==> src/rtl/hzd_pkg.sv <==
// Shared types and encodings for the hazard scoreboard: NOUSE marker,
// forwarding-select encoding and the per-stage writer record.
package hzd_pkg;

  // Record fields are sized for the largest supported configuration.
  // Narrower instances zero-extend into the record.
  localparam int REG_AW_MAX = 8;
  localparam int TW_MAX     = 4;

  // fwd_sel value 0 selects the register file; k selects tracked stage k.
  localparam int SEL_RF = 0;

  typedef struct packed {
    logic                  valid;
    logic [REG_AW_MAX-1:0] dst;
    logic [TW_MAX-1:0]     tnew;
  } stg_entry_t;

  // All-ones Tuse for a field of width tw: the source is never read.
  function automatic logic [TW_MAX-1:0] nouse(input int tw);
    return TW_MAX'((1 << tw) - 1);
  endfunction

  function automatic logic [TW_MAX-1:0] sat_dec(input logic [TW_MAX-1:0] t);
    return (t == '0) ? t : t - 1'b1;
  endfunction

endpackage

==> src/rtl/hzd_port_chk.sv <==
// One D-stage read port: find the youngest in-flight writer of the source
// register, then decide between stalling, forwarding and the register file.
module hzd_port_chk
  import hzd_pkg::*;
#(
  parameter int NSTAGE = 3,
  parameter int REG_AW = 5,
  parameter int TW     = 2,
  parameter int SW     = 2
) (
  input  logic                     d_valid_i,
  input  logic [REG_AW-1:0]        rsel_i,
  input  logic [TW-1:0]            tuse_i,
  input  logic [NSTAGE-1:0]        stg_valid_i,
  input  logic [NSTAGE*REG_AW-1:0] stg_dst_i,
  input  logic [NSTAGE*TW-1:0]     stg_tnew_i,
  output logic                     stall_o,
  output logic [SW-1:0]            sel_o
);

  localparam logic [TW-1:0] NOUSE_V = TW'(nouse(TW));

  logic          active;
  logic          hit;
  logic [SW-1:0] hit_idx;
  logic [TW-1:0] hit_tnew;

  assign active = d_valid_i && (tuse_i != NOUSE_V) && (rsel_i != '0);

  // Scan oldest to youngest so the youngest matching stage wins.
  always_comb begin
    hit      = 1'b0;
    hit_idx  = SW'(SEL_RF);
    hit_tnew = '0;
    for (int k = NSTAGE - 1; k >= 0; k--) begin
      if (stg_valid_i[k] && (stg_dst_i[k*REG_AW +: REG_AW] == rsel_i)) begin
        hit      = 1'b1;
        hit_idx  = SW'(k + 1);
        hit_tnew = stg_tnew_i[k*TW +: TW];
      end
    end
  end

  assign stall_o = active && hit && (hit_tnew > tuse_i);
  assign sel_o   = (active && hit && (hit_tnew == '0)) ? hit_idx : SW'(SEL_RF);

endmodule

==> src/rtl/hzd_scoreboard.sv <==
// Tuse/Tnew hazard scoreboard: tracks writers in E..W, stalls D on unmet
// operands and picks forwarding sources. HZD_MDU_EN adds an MDU busy interlock.
module hzd_scoreboard
  import hzd_pkg::*;
#(
  parameter int NREG   = 32,
  parameter int NSTAGE = 3,
  parameter int NRP    = 2,
  parameter int TW     = 2,
`ifdef HZD_MDU_EN
  parameter int MD_LAT = 5,
`endif
  localparam int REG_AW = $clog2(NREG),
  localparam int SW     = $clog2(NSTAGE + 1)
) (
  input  logic                     clk,
  input  logic                     reset,
  input  logic                     d_valid,
  input  logic [NRP*REG_AW-1:0]    d_rsel,
  input  logic [NRP*TW-1:0]        d_tuse,
  input  logic                     d_wr,
  input  logic [REG_AW-1:0]        d_wdst,
  input  logic [TW-1:0]            d_tnew,
`ifdef HZD_MDU_EN
  input  logic                     md_start,
  input  logic                     md_use,
`endif
  output logic                     stall,
  output logic [NRP*SW-1:0]        fwd_sel,
  output logic [NSTAGE-1:0]        stg_valid,
  output logic [NSTAGE*REG_AW-1:0] stg_dst,
  output logic [NSTAGE*TW-1:0]     stg_tnew
);

  stg_entry_t stg_q [NSTAGE];
  stg_entry_t stg_d [NSTAGE];

  // Stage 1 takes D (or a bubble on stall); later stages always advance.
  always_comb begin
    stg_d[0] = '0;
    if (!stall) begin
      stg_d[0].valid = d_valid & d_wr & (d_wdst != '0);
      stg_d[0].dst   = REG_AW_MAX'(d_wdst);
      stg_d[0].tnew  = TW_MAX'(d_tnew);
    end
    for (int k = 1; k < NSTAGE; k++) begin
      stg_d[k]      = stg_q[k-1];
      stg_d[k].tnew = sat_dec(stg_q[k-1].tnew);
    end
  end

  always_ff @(posedge clk or negedge reset) begin
    if (!reset) begin
      for (int k = 0; k < NSTAGE; k++) stg_q[k] <= '0;
    end else begin
      for (int k = 0; k < NSTAGE; k++) stg_q[k] <= stg_d[k];
    end
  end

  logic [NSTAGE-1:0] unused_hi;

  for (genvar k = 0; k < NSTAGE; k++) begin : g_exp
    assign stg_valid[k]                = stg_q[k].valid;
    assign stg_dst[k*REG_AW +: REG_AW] = stg_q[k].dst[REG_AW-1:0];
    assign stg_tnew[k*TW +: TW]        = stg_q[k].tnew[TW-1:0];
    assign unused_hi[k]                = ^{stg_q[k].dst, stg_q[k].tnew};
  end

  logic [NRP-1:0] port_stall;

  for (genvar p = 0; p < NRP; p++) begin : g_port
    hzd_port_chk #(
      .NSTAGE(NSTAGE),
      .REG_AW(REG_AW),
      .TW    (TW),
      .SW    (SW)
    ) u_chk (
      .d_valid_i  (d_valid),
      .rsel_i     (d_rsel[p*REG_AW +: REG_AW]),
      .tuse_i     (d_tuse[p*TW +: TW]),
      .stg_valid_i(stg_valid),
      .stg_dst_i  (stg_dst),
      .stg_tnew_i (stg_tnew),
      .stall_o    (port_stall[p]),
      .sel_o      (fwd_sel[p*SW +: SW])
    );
  end

`ifdef HZD_MDU_EN
  localparam int MDW = $clog2(MD_LAT + 1);

  logic [MDW-1:0] md_cnt_q, md_cnt_d;
  logic           md_stall;

  assign md_stall = d_valid & md_use & (md_cnt_q != '0);
  assign stall    = (|port_stall) | md_stall;

  // A start is only taken when D actually issues.
  always_comb begin
    md_cnt_d = md_cnt_q;
    if (d_valid & md_start & ~stall) md_cnt_d = MDW'(MD_LAT);
    else if (md_cnt_q != '0)         md_cnt_d = md_cnt_q - 1'b1;
  end

  always_ff @(posedge clk or negedge reset) begin
    if (!reset) md_cnt_q <= '0;
    else        md_cnt_q <= md_cnt_d;
  end
`else
  assign stall = |port_stall;
`endif

endmodule

==> config.mk <==
export PLATFORM = sky130hd
export DESIGN_NAME = hzd_scoreboard
export DESIGN_NICKNAME = d
export VERILOG_FILES = /design/src/rtl/hzd_pkg.sv /design/src/rtl/hzd_port_chk.sv /design/src/rtl/hzd_scoreboard.sv
export SDC_FILE = /design/constraint.sdc
export NUM_CORES = 1
export LEC_CHECK = 0
export BUFFER_PORTS_ARGS = -buffer_cell sky130_fd_sc_hd__buf_4
export CORE_ASPECT_RATIO = 1.25
export CORE_MARGIN = 2
export CORE_UTILIZATION = 40
export CTS_CLUSTER_DIAMETER = 100
export DETAILED_ROUTE_END_ITERATION = 7
export HOLD_SLACK_MARGIN = 0.06
export PLACE_DENSITY = 0.64
export SYNTH_ARGS = -nofsm -noshare
export SYNTH_HDL_FRONTEND = slang
export SYNTH_SLANG_ARGS = --single-unit
==> constraint.sdc <==
create_clock -name clk -period 4.26 [get_ports clk]
set_input_delay 1.065 -clock clk [delete_from_list [all_inputs] [get_ports clk]]
set_output_delay 1.065 -clock clk [all_outputs]
set_load 0.01 [all_outputs]
== Word level (Yosys, flattened, before mapping) ==
Cells that the tools add are included.

* Logic and storage cells: 70
* Input port bits: 25
* Output and inout bits: 29
* Register bits after elaboration: 28

* $lt $le $gt $ge: 2
* Add/subtract/negate cells: 2
* Bitwise operators: 2
* Reductions and logical operators: 24
* Eq/ne operators: 8
* Mux-type cells: 23

{| class="wikitable"
|+ Operators with widths
! operator !! number
|-
| $eq A5 B5 Y1 || 6
|-
| $mux W2 || 15
|-
| $logic_and A1 B1 Y1 || 16
|-
| $reduce_bool A5 Y1 || 3
|-
| $mux W13 || 1
|-
| $logic_not A4 Y1 || 2
|-
| $mux W1 || 6
|-
| $gt A2 B2 Y1 || 2
|-
| $logic_not A2 Y1 || 2
|-
| $mux W4 || 1
|-
| $ne A2 B2 Y1 const B || 2
|-
| $sub A4 B1 Y4 const B || 1
|-
| $and A1 B1 Y1 || 2
|-
| $reduce_or A2 Y1 || 1
|-
| $sub A2 B1 Y2 const B || 1
|}

== Longest topological paths before layout ==
Gate-level depths: netlist (run 1).

* Depth in word-level cells: 9
* Mapped depth: 12

== Hierarchy ==
From an unflattened synthesis (run 1), not the netlist that was laid out.

* Cells, all modules: 175
* Area total of the unflattened synthesis: 1744.2 µm²

{| class="wikitable"
|+ By module, submodules not included
! module !! instances !! cells an instance !! area an instance (µm²)
|-
| hzd_scoreboard || 1 || 69 || 938.4
|-
| hzd_port_chk || 2 || 53 || 402.9
|}

== Least setup slack after synthesis (run 1) ==
OpenSTA, ideal clock, no wires.

* Kind: input to output
* From: in d_rsel[7]
* To: out stall
* Arrival time: 3.062 ns
* Required time: 3.195 ns
* Slack: 0.133 ns
* Path buffers: 0
* Stages on the path: 9
* Path through: xnor2_1 nand4_1 or3_1 a31oi_1 inv_1 ha_1 a211o_1 a31oi_2 or2_1

* Cells in the longest elaborated chain, start to end: 8
* Elaborated cells between the ends (all ways): 18

{| class="wikitable"
|+ RTL lines
! what !! line !! RTL
|-
| start, declared || hzd_scoreboard.sv:19 || <nowiki>input logic [NRP*REG_AW-1:0] d_rsel,</nowiki>
|-
| $eq A5 B5 Y1 || hzd_port_chk.sv:36 || <nowiki>if (stg_valid_i[k] && (stg_dst_i[k*REG_AW +: REG_AW] == rsel_i)) begin</nowiki>
|-
| $logic_and A1 B1 Y1 || hzd_port_chk.sv:36 ||
|-
| $mux W2 or $mux W1 (tied branches) (3 in series) || hzd_port_chk.sv:36 ||
|-
| $gt A2 B2 Y1 or $logic_and A1 B1 Y1 (tied branches) || hzd_port_chk.sv:44 || <nowiki>assign stall_o = active && hit && (hit_tnew > tuse_i);</nowiki>
|-
| $logic_and A1 B1 Y1 (*) || hzd_port_chk.sv:44 ||
|-
| $reduce_or A2 Y1 (*) || hzd_scoreboard.sv:110 || <nowiki>assign stall = |port_stall;</nowiki>
|-
| end, declared || hzd_scoreboard.sv:28 || <nowiki>output logic stall,</nowiki>
|}

Mark *: on every way between the ends. The rest lies on a longest branch, timed or not.

== Worst setup path in the final report (run 1) ==
* From: in d_rsel[7]
* To: out fwd_sel[2]

* Cells in the longest elaborated chain, start to end: 8
* Elaborated cells between the ends (all ways): 21

{| class="wikitable"
|+ RTL lines
! what !! line !! RTL
|-
| $eq A5 B5 Y1 || hzd_port_chk.sv:36 ||
|-
| $logic_and A1 B1 Y1 || hzd_port_chk.sv:36 ||
|-
| $mux W2 or $mux W1 (tied branches) (3 in series) || hzd_port_chk.sv:36 ||
|-
| $logic_not A2 Y1 or $logic_and A1 B1 Y1 (tied branches) || hzd_port_chk.sv:45 || <nowiki>assign sel_o = (active && hit && (hit_tnew == '0)) ? hit_idx : SW'(SEL_RF);</nowiki>
|-
| $logic_and A1 B1 Y1 || hzd_port_chk.sv:45 ||
|-
| $mux W2 (*) || hzd_port_chk.sv:45 ||
|-
| end, declared || hzd_scoreboard.sv:29 || <nowiki>output logic [NRP*SW-1:0] fwd_sel,</nowiki>
|}

Marked as above.

==> qor.yml, run 1 <==
slowest_stage: "nor4_1"
htree_levels: 1
cp_cell_sequence: "buf_6 > xnor2_2 > nand4_1 > buf_4 > o211ai_1 > a31oi_4 > buf_4 > buf_4 > buf_4 > buf_4 > nor4_1 > buf_4"
crit_path_start_kind: "primary input"
io_buffer_count: 53
drv_slew: 0
drv_cap: 0
die_y_microns: 76.5
synth_top_family_by_area: "simple AND/OR/NAND/NOR gates"
root_buffer: "clkbuf_8"
synth_warnings: 0
p_total_mw: 0.567
antenna_cells: 0
yosysSeqAreaShare: 0.372
wl_mm: 4.54
ant_nets: 0
initial_utilization: 0.413
crit_required_ns: 3.19
antenna_found_initial: 0
ctsHoldBuffers: 0
grt_pass1_vias: 1447
synthAdderAreaFrac: 0.0372
die_w_microns: 62.0
cp_num_buf_inv: 7
grt_pass1_wl_mm: 6.68
dieArea_sq_um: 4740
power_density_nw_per_um2: 239
fp-row-count: 26
gp_congestion: 0.915
critPathTopFamily: "buffers and inverters"
synth-simple-area-share: 0.204
hpwl_mm: 3.41
hold_slack_ns: 0.483
io_pins: 54
cts_buffer_depth: 2
syn2layout_area_growth_pct: 41.4
worstSetupPathType: "in -> out"
syn_nets: 207
grt_max_degree: 26
critPathMaxStageDelay_ns: 0.37
skew_ns: 0.00181
hold_viol: 0
synthMuxAreaShare: 0
cts_buffers: 3
cpMostUsedCell: "buf_4"
cts.clk_slew.worst_paths_ns: 0.09
cts.sinks: 25
netlist-cell-type-count: 35
cp.arrival_ns: 3.13
cp_max_fo: 4
vdd_drop_max_v: 0.000166
ys_ff_latch: 25
avgSynthCellArea_sq_um: 9.49
cts_tree: "yes"
leakagePower_nw: 1.03
setup_viol: 0
syn_inst: 177
period_share: 0.985
wl_per_cell_microns: 15.8
drtPass1Iterations: 4
synth_xor_area_frac: 0.162
r2r_slack_ns: 1.68
hold_path_class: "reg -> reg"
critPathCaptureType: "output pin"
worstSkewPairLatency_ns: 0.27
synth_compound_area_frac: 0.0908
core_area_sq_um: 4070
route.detailed.drc: 0
drive_gt1_frac: 0.442
grt.total_usage: 0.188
vias_per_cell: 5.05
grt.overflow.total: 0
via_count: 1448
fmax_mhz: 238
fin_nets: 262
syn_area_sq_um: 1680
status: "complete, no violations"
drtIter0Drc: 78
finalCriticalPeriod_ns: 4.20
cell families after synthesis:
logic type,count (synthesis)
DFF,25
xor gates and xnor gates,31
adders and majority gates,5
and+or+nand+nor,61
AOI/OAI and AO/OA,21
buffers and inverters,33
other,1
power breakdown:
group	internal [mW]	switching, mW
Clock	0.0662	0.0785
Combinational	0.0827	0.0687
Sequential	0.251	0.0201
Total	0.400	0.167
per-stage QoR:
step | instances | utilization | instance area (sq um) | TNS, ns | setup WS (ns)
after floorplan | 177 | - | 1680 | 0 | 0.133
after global placement | 278 | 0.513 | 2080 | -0.0117 | -0.0117
after detailed placement | 278 | 0.513 | 2080 | 0 | 0.00178
after CTS | 286 | 0.536 | 2180 | 0 | 0.000286
after global routing | 287 | 0.584 | 2380 | -0.0191 | -0.0149
final | 287 | 0.584 | 2380 | 0 | 0.0637
routing by layer:
metal / routed length (microns) / part of all wire / track usage / vias up
met5: 0 / 0 / 0 / -
met4: 146 / 0.032 / 0.0723 / 0
met3: 189 / 0.042 / 0.0221 / 12
met2: 2300 / 0.51 / 0.299 / 54
met1: 1900 / 0.42 / 0.254 / 677
li1: - / - / - / 705
synth_stat cells:
library cell | instances | area, sq um
dfrtp_1 | 25 | 626
buf_4 | 24 | 180
xnor2_1 | 21 | 184
nor3_1 | 11 | 55.1
xor2_1 | 10 | 87.6
inv_1 | 8 | 30.0
nand2_1 | 8 | 30.0
nor2_1 | 7 | 26.3
nor3b_1 | 7 | 52.6
o211ai_1 | 6 | 45.0
ha_1 | 5 | 62.6
nand4_1 | 5 | 31.3
a21oi_1 | 4 | 20.0
a31oi_1 | 4 | 25.0
nor4_1 | 4 | 25.0
or3_1 | 3 | 18.8
or4_1 | 3 | 22.5
and3_1 | 2 | 12.5
nand2b_1 | 2 | 12.5
nand3_1 | 2 | 10.0
or2_2 | 2 | 12.5
a211o_1 | 1 | 8.76
a211oi_1 | 1 | 7.51
a21boi_0 | 1 | 7.51
a31oi_2 | 1 | 12.5
and2_1 | 1 | 6.26
and4_1 | 1 | 8.76
buf_6 | 1 | 11.3
conb_1 | 1 | 3.75
nor2b_1 | 1 | 6.26
o211ai_2 | 1 | 12.5
o21ai_0 | 1 | 5.00
o31a_1 | 1 | 8.76
or2_0 | 1 | 6.26
or2_1 | 1 | 6.26
final cells by class:
class | instances | area, sq um
Fill cell | 376 | 1690
Multi-Input combinational cell | 119 | 1010
Sequential cell | 25 | 626
Timing Repair Buffer | 75 | 594
Tap cell | 56 | 70.1
Clock buffer | 3 | 41.3
Inverter | 8 | 30.0
Clock inverter | 1 | 7.51
registers in the layout (all words and copies together), names as in the netlist:
signal and cells:
stg_valid 3, stg_dst 15, stg_q 1, stg_tnew 6
worst register-to-register path, cell delays in order, from the launching register on:
cell	delay, ns
dfrtp_1	0.50
xnor2_2	0.20
nand4_1	0.17
buf_4	0.19
o211ai_1	0.23
a31oi_2	0.13
ha_1	0.35
a21oi_2	0.17
a211oi_2	0.05
o31a_1	0.14
buf_4	0.18
nor3b_1	0.19
path summary, 6_finish.rpt:
check | endpoint | startpoint | depth (start not counted)
worst max-delay path | fwd_sel[2] | d_rsel[7] | 12
worst min-delay path | stg_valid[1]$_DFF_PN0_ | stg_valid[0]$_DFF_PN0_ | 0
worst max register to register | stg_dst[4]$_DFF_PN0_ | stg_dst[9]$_DFF_PN0_ | 11
worst min register to register | stg_valid[1]$_DFF_PN0_ | stg_valid[0]$_DFF_PN0_ | 0
max in group asynchronous | stg_dst[10]$_DFF_PN0_ | reset | 1
min in group asynchronous | stg_tnew[2]$_DFF_PN0_ | reset | 1
timing repair:
item | 4_1_cts | 5_1_grt
pin swaps | 2 | 26
setup buffers | 4 | 2
setup endpoints to repair | 1 | 3
gates resized for setup | 2 | 32
layout by cell type (no fill, tap or decap), types with 4 or more instances in the layout:
cell type	Yosys	final
nor4_1	4	4
nand2_1	8	8
buf_4	24	70
dfrtp_1	25	25
xnor2_1	21	12
nor2_1	7	7
ha_1	5	5
nand4_1	5	5
o211ai_1	6	6
nor3b_1	7	7
xor2_1	10	10
xnor2_4	0	4
xnor2_2	0	5
inv_1	8	8
nor3_1	11	10
a31oi_2	1	4
Note: power is estimated with default switching activity, not from simulation.
==> run 2: changes to the inputs <==
--- a/config.mk
+++ b/config.mk
@@ -13,6 +13,7 @@
 export DETAILED_ROUTE_END_ITERATION = 7
 export HOLD_SLACK_MARGIN = 0.06
 export PLACE_DENSITY = 0.64
+export SETUP_SLACK_MARGIN = 0.1
 export SYNTH_ARGS = -nofsm -noshare
 export SYNTH_HDL_FRONTEND = slang
 export SYNTH_SLANG_ARGS = --single-unit
==> run 2 against run 1 <==
Compared with the run above: clock-buffer cell count did not move; global-route usage rose by 0.40 points; via count rose by 1.4%; maximum frequency fell by 0.28%; wire length rose by 1.8%.
==> qor.yml, run 2 (synthesis gave the netlist of run 1 again) <==
cp_max_fo: 4  # unchanged
final_cell_mix: "buf_4 (68), dfrtp_1 (25), xor2_1 (10), nor3_1 (10), xnor2_1 (10)"
antenna_found_initial: 0  # unchanged
cts_buffer_depth: 2  # unchanged
critPathCaptureType: "output pin"
wl_mm: 4.62  # +1.8%
antenna_cells: 0  # unchanged
io_buffer_count: 53  # unchanged
cts_tree: "yes"
hold_path_class: "reg -> reg"
drv_slew: 0  # unchanged
critPathMaxStageDelay_ns: 0.35  # -0.02 ns
skew_ns: 0.00214  # +0.000332 ns
cp_num_buf_inv: 3  # -4
fp-row-count: 26  # unchanged
layout.cells.non_filler: 288  # +0.35%
drtPass1Iterations: 4  # unchanged
drtIter0Drc: 78  # unchanged
grt_max_degree: 26  # unchanged
core_area_sq_um: 4070  # unchanged
slowest_stage: "ha_1"
grt_pass1_wl_mm: 6.82  # +2.2%
largest_reg_flops: 15  # unchanged
cts.sinks: 25  # unchanged
fin_nets: 263  # +0.38%
crit_path_start_kind: "primary input"
hold_slack_ns: 0.486  # +0.00302 ns
gp_congestion: 0.915  # unchanged
hold_viol: 0  # unchanged
ctsHoldBuffers: 0  # unchanged
ant_nets: 0  # unchanged
cts_buffers: 3  # unchanged
finalCriticalPeriod_ns: 4.21  # +0.0118 ns
fin_tns_setup_ns: 0  # unchanged
cp.arrival_ns: 3.14  # about the same
rsz0062_at_grt: "yes"
final_area_sq_um: 2420  # +2.1%
crit_required_ns: 3.19  # about the same
worstSkewPairLatency_ns: 0.27  # about the same
fmax_mhz: 238  # -0.28%
setup_viol: 0  # unchanged
drv_cap: 0  # unchanged
die_w_microns: 62.0  # unchanged
cts.clk_slew.worst_paths_ns: 0.09  # about the same
met2_usage: 0.310  # +0.0115
period_share: 0.988  # +0.00276
dp.cells: 278  # unchanged
root_buffer: "clkbuf_8"
io_pins: 54  # unchanged
leakagePower_nw: 1.06  # +2.8%
utilization: 0.596  # +0.0120
initial_utilization: 0.413  # unchanged
critPathTopFamily: "compound AO/OA/AOI/OAI gates"
status: "complete, no violations"
vdd_drop_max_v: 0.000164  # -1.0%
drive_gt1_frac: 0.461  # +0.0196
dieArea_sq_um: 4740  # unchanged
cp_cell_sequence: "buf_4 > xnor2_2 > nand4_1 > buf_4 > o211ai_1 > a31oi_2 > ha_1 > a21oi_2 > a211oi_2 > o31a_1 > or2_1 > buf_6"
hpwl_mm: 3.41  # unchanged
placement.cell_area_sq_um: 2080  # unchanged
route.detailed.drc: 0  # unchanged
mostFrequentLayoutCell: "buf_4"
die_y_microns: 76.5  # unchanged
via_count: 1468  # +1.4%
top_usage_layer: "met2"
power_density_nw_per_um2: 236  # -0.97%
grt_pass1_vias: 1471  # +1.7%
grtUsageMet3: 0.0221  # unchanged
grt.total_usage: 0.192  # +0.00404
cpMostUsedCell: "buf_4"
syn2layout_area_growth_pct: 44.3
worstSetupPathType: "in -> out"
wl_per_cell_microns: 16.0  # +1.5%
grt.overflow.total: 0  # unchanged
vias_per_cell: 5.10  # +1.0%
met1_usage: 0.259  # +0.00460
htree_levels: 1  # unchanged
run 2: cell types whose count changed in the layout (fill, tap and decap cells not counted), moves of 2 or more:
cell and change:
nor4_2 +2, buf_8 +2, buf_4 -2, xnor2_2 +2, nor4_1 -2, xnor2_1 -2
run 2: final cells by class:
cell class	instances	area, sq um
Clock buffer	3	41.3
Fill cell	365	1640
Multi-Input combinational cell	119	1030
Tap cell	56	70.1
Clock inverter	1	7.51
Sequential cell	25	626
Timing Repair Buffer	76	621
Inverter	8	30.0
run 2: power breakdown:
group	total (mW)	internal (mW)	switching [mW]
combinational	0.156	0.0859	0.0701
clock	0.146	0.0663	0.0794
sequential	0.272	0.251	0.0206
total	0.573	0.403	0.170
run 2: final timing paths:
check	depth (start not counted)	start	endpoint	slack, ns
setup / recovery	12	d_rsel[0]	stall	0.05
hold / removal	0	stg_dst[1]$_DFF_PN0_	stg_dst[6]$_DFF_PN0_	0.49
setup reg to reg	11	stg_dst[9]$_DFF_PN0_	stg_valid[0]$_DFF_PN0_	1.66
hold reg to reg	0	stg_dst[1]$_DFF_PN0_	stg_dst[6]$_DFF_PN0_	0.49
max in group asynchronous	1	reset	stg_dst[10]$_DFF_PN0_	3.33
min in group asynchronous	1	reset	stg_tnew[2]$_DFF_PN0_	0.68
run 2: metrics by stage:
step	power [mW]	worst slack, ns
2_1_floorplan	0.345	0.133
5_1_grt	0.602	-0.0364
3_3_place_gp	0.401	-0.0117
4_1_cts	0.555	0.0577
3_5_place_dp	0.402	0.00178
6_report	0.573	0.0519
run 2: per-layer routing:
metal  routed length, microns  up-vias  part of all wire
met5                        0        -                 0
met4                       98        0             0.021
met3                      258        8             0.056
met2                     2390       54              0.52
met1                     1880      702              0.41
li1                         -      704                 -
run 2: what timing repair did:
item / in CTS / in global routing
setup endpoints to repair: 1 / 3
pin swaps: 6 / 26
setup buffers: 5 / 2
endpoints found under the hold margin: 0 / 0
gates resized for setup: 10 / 33
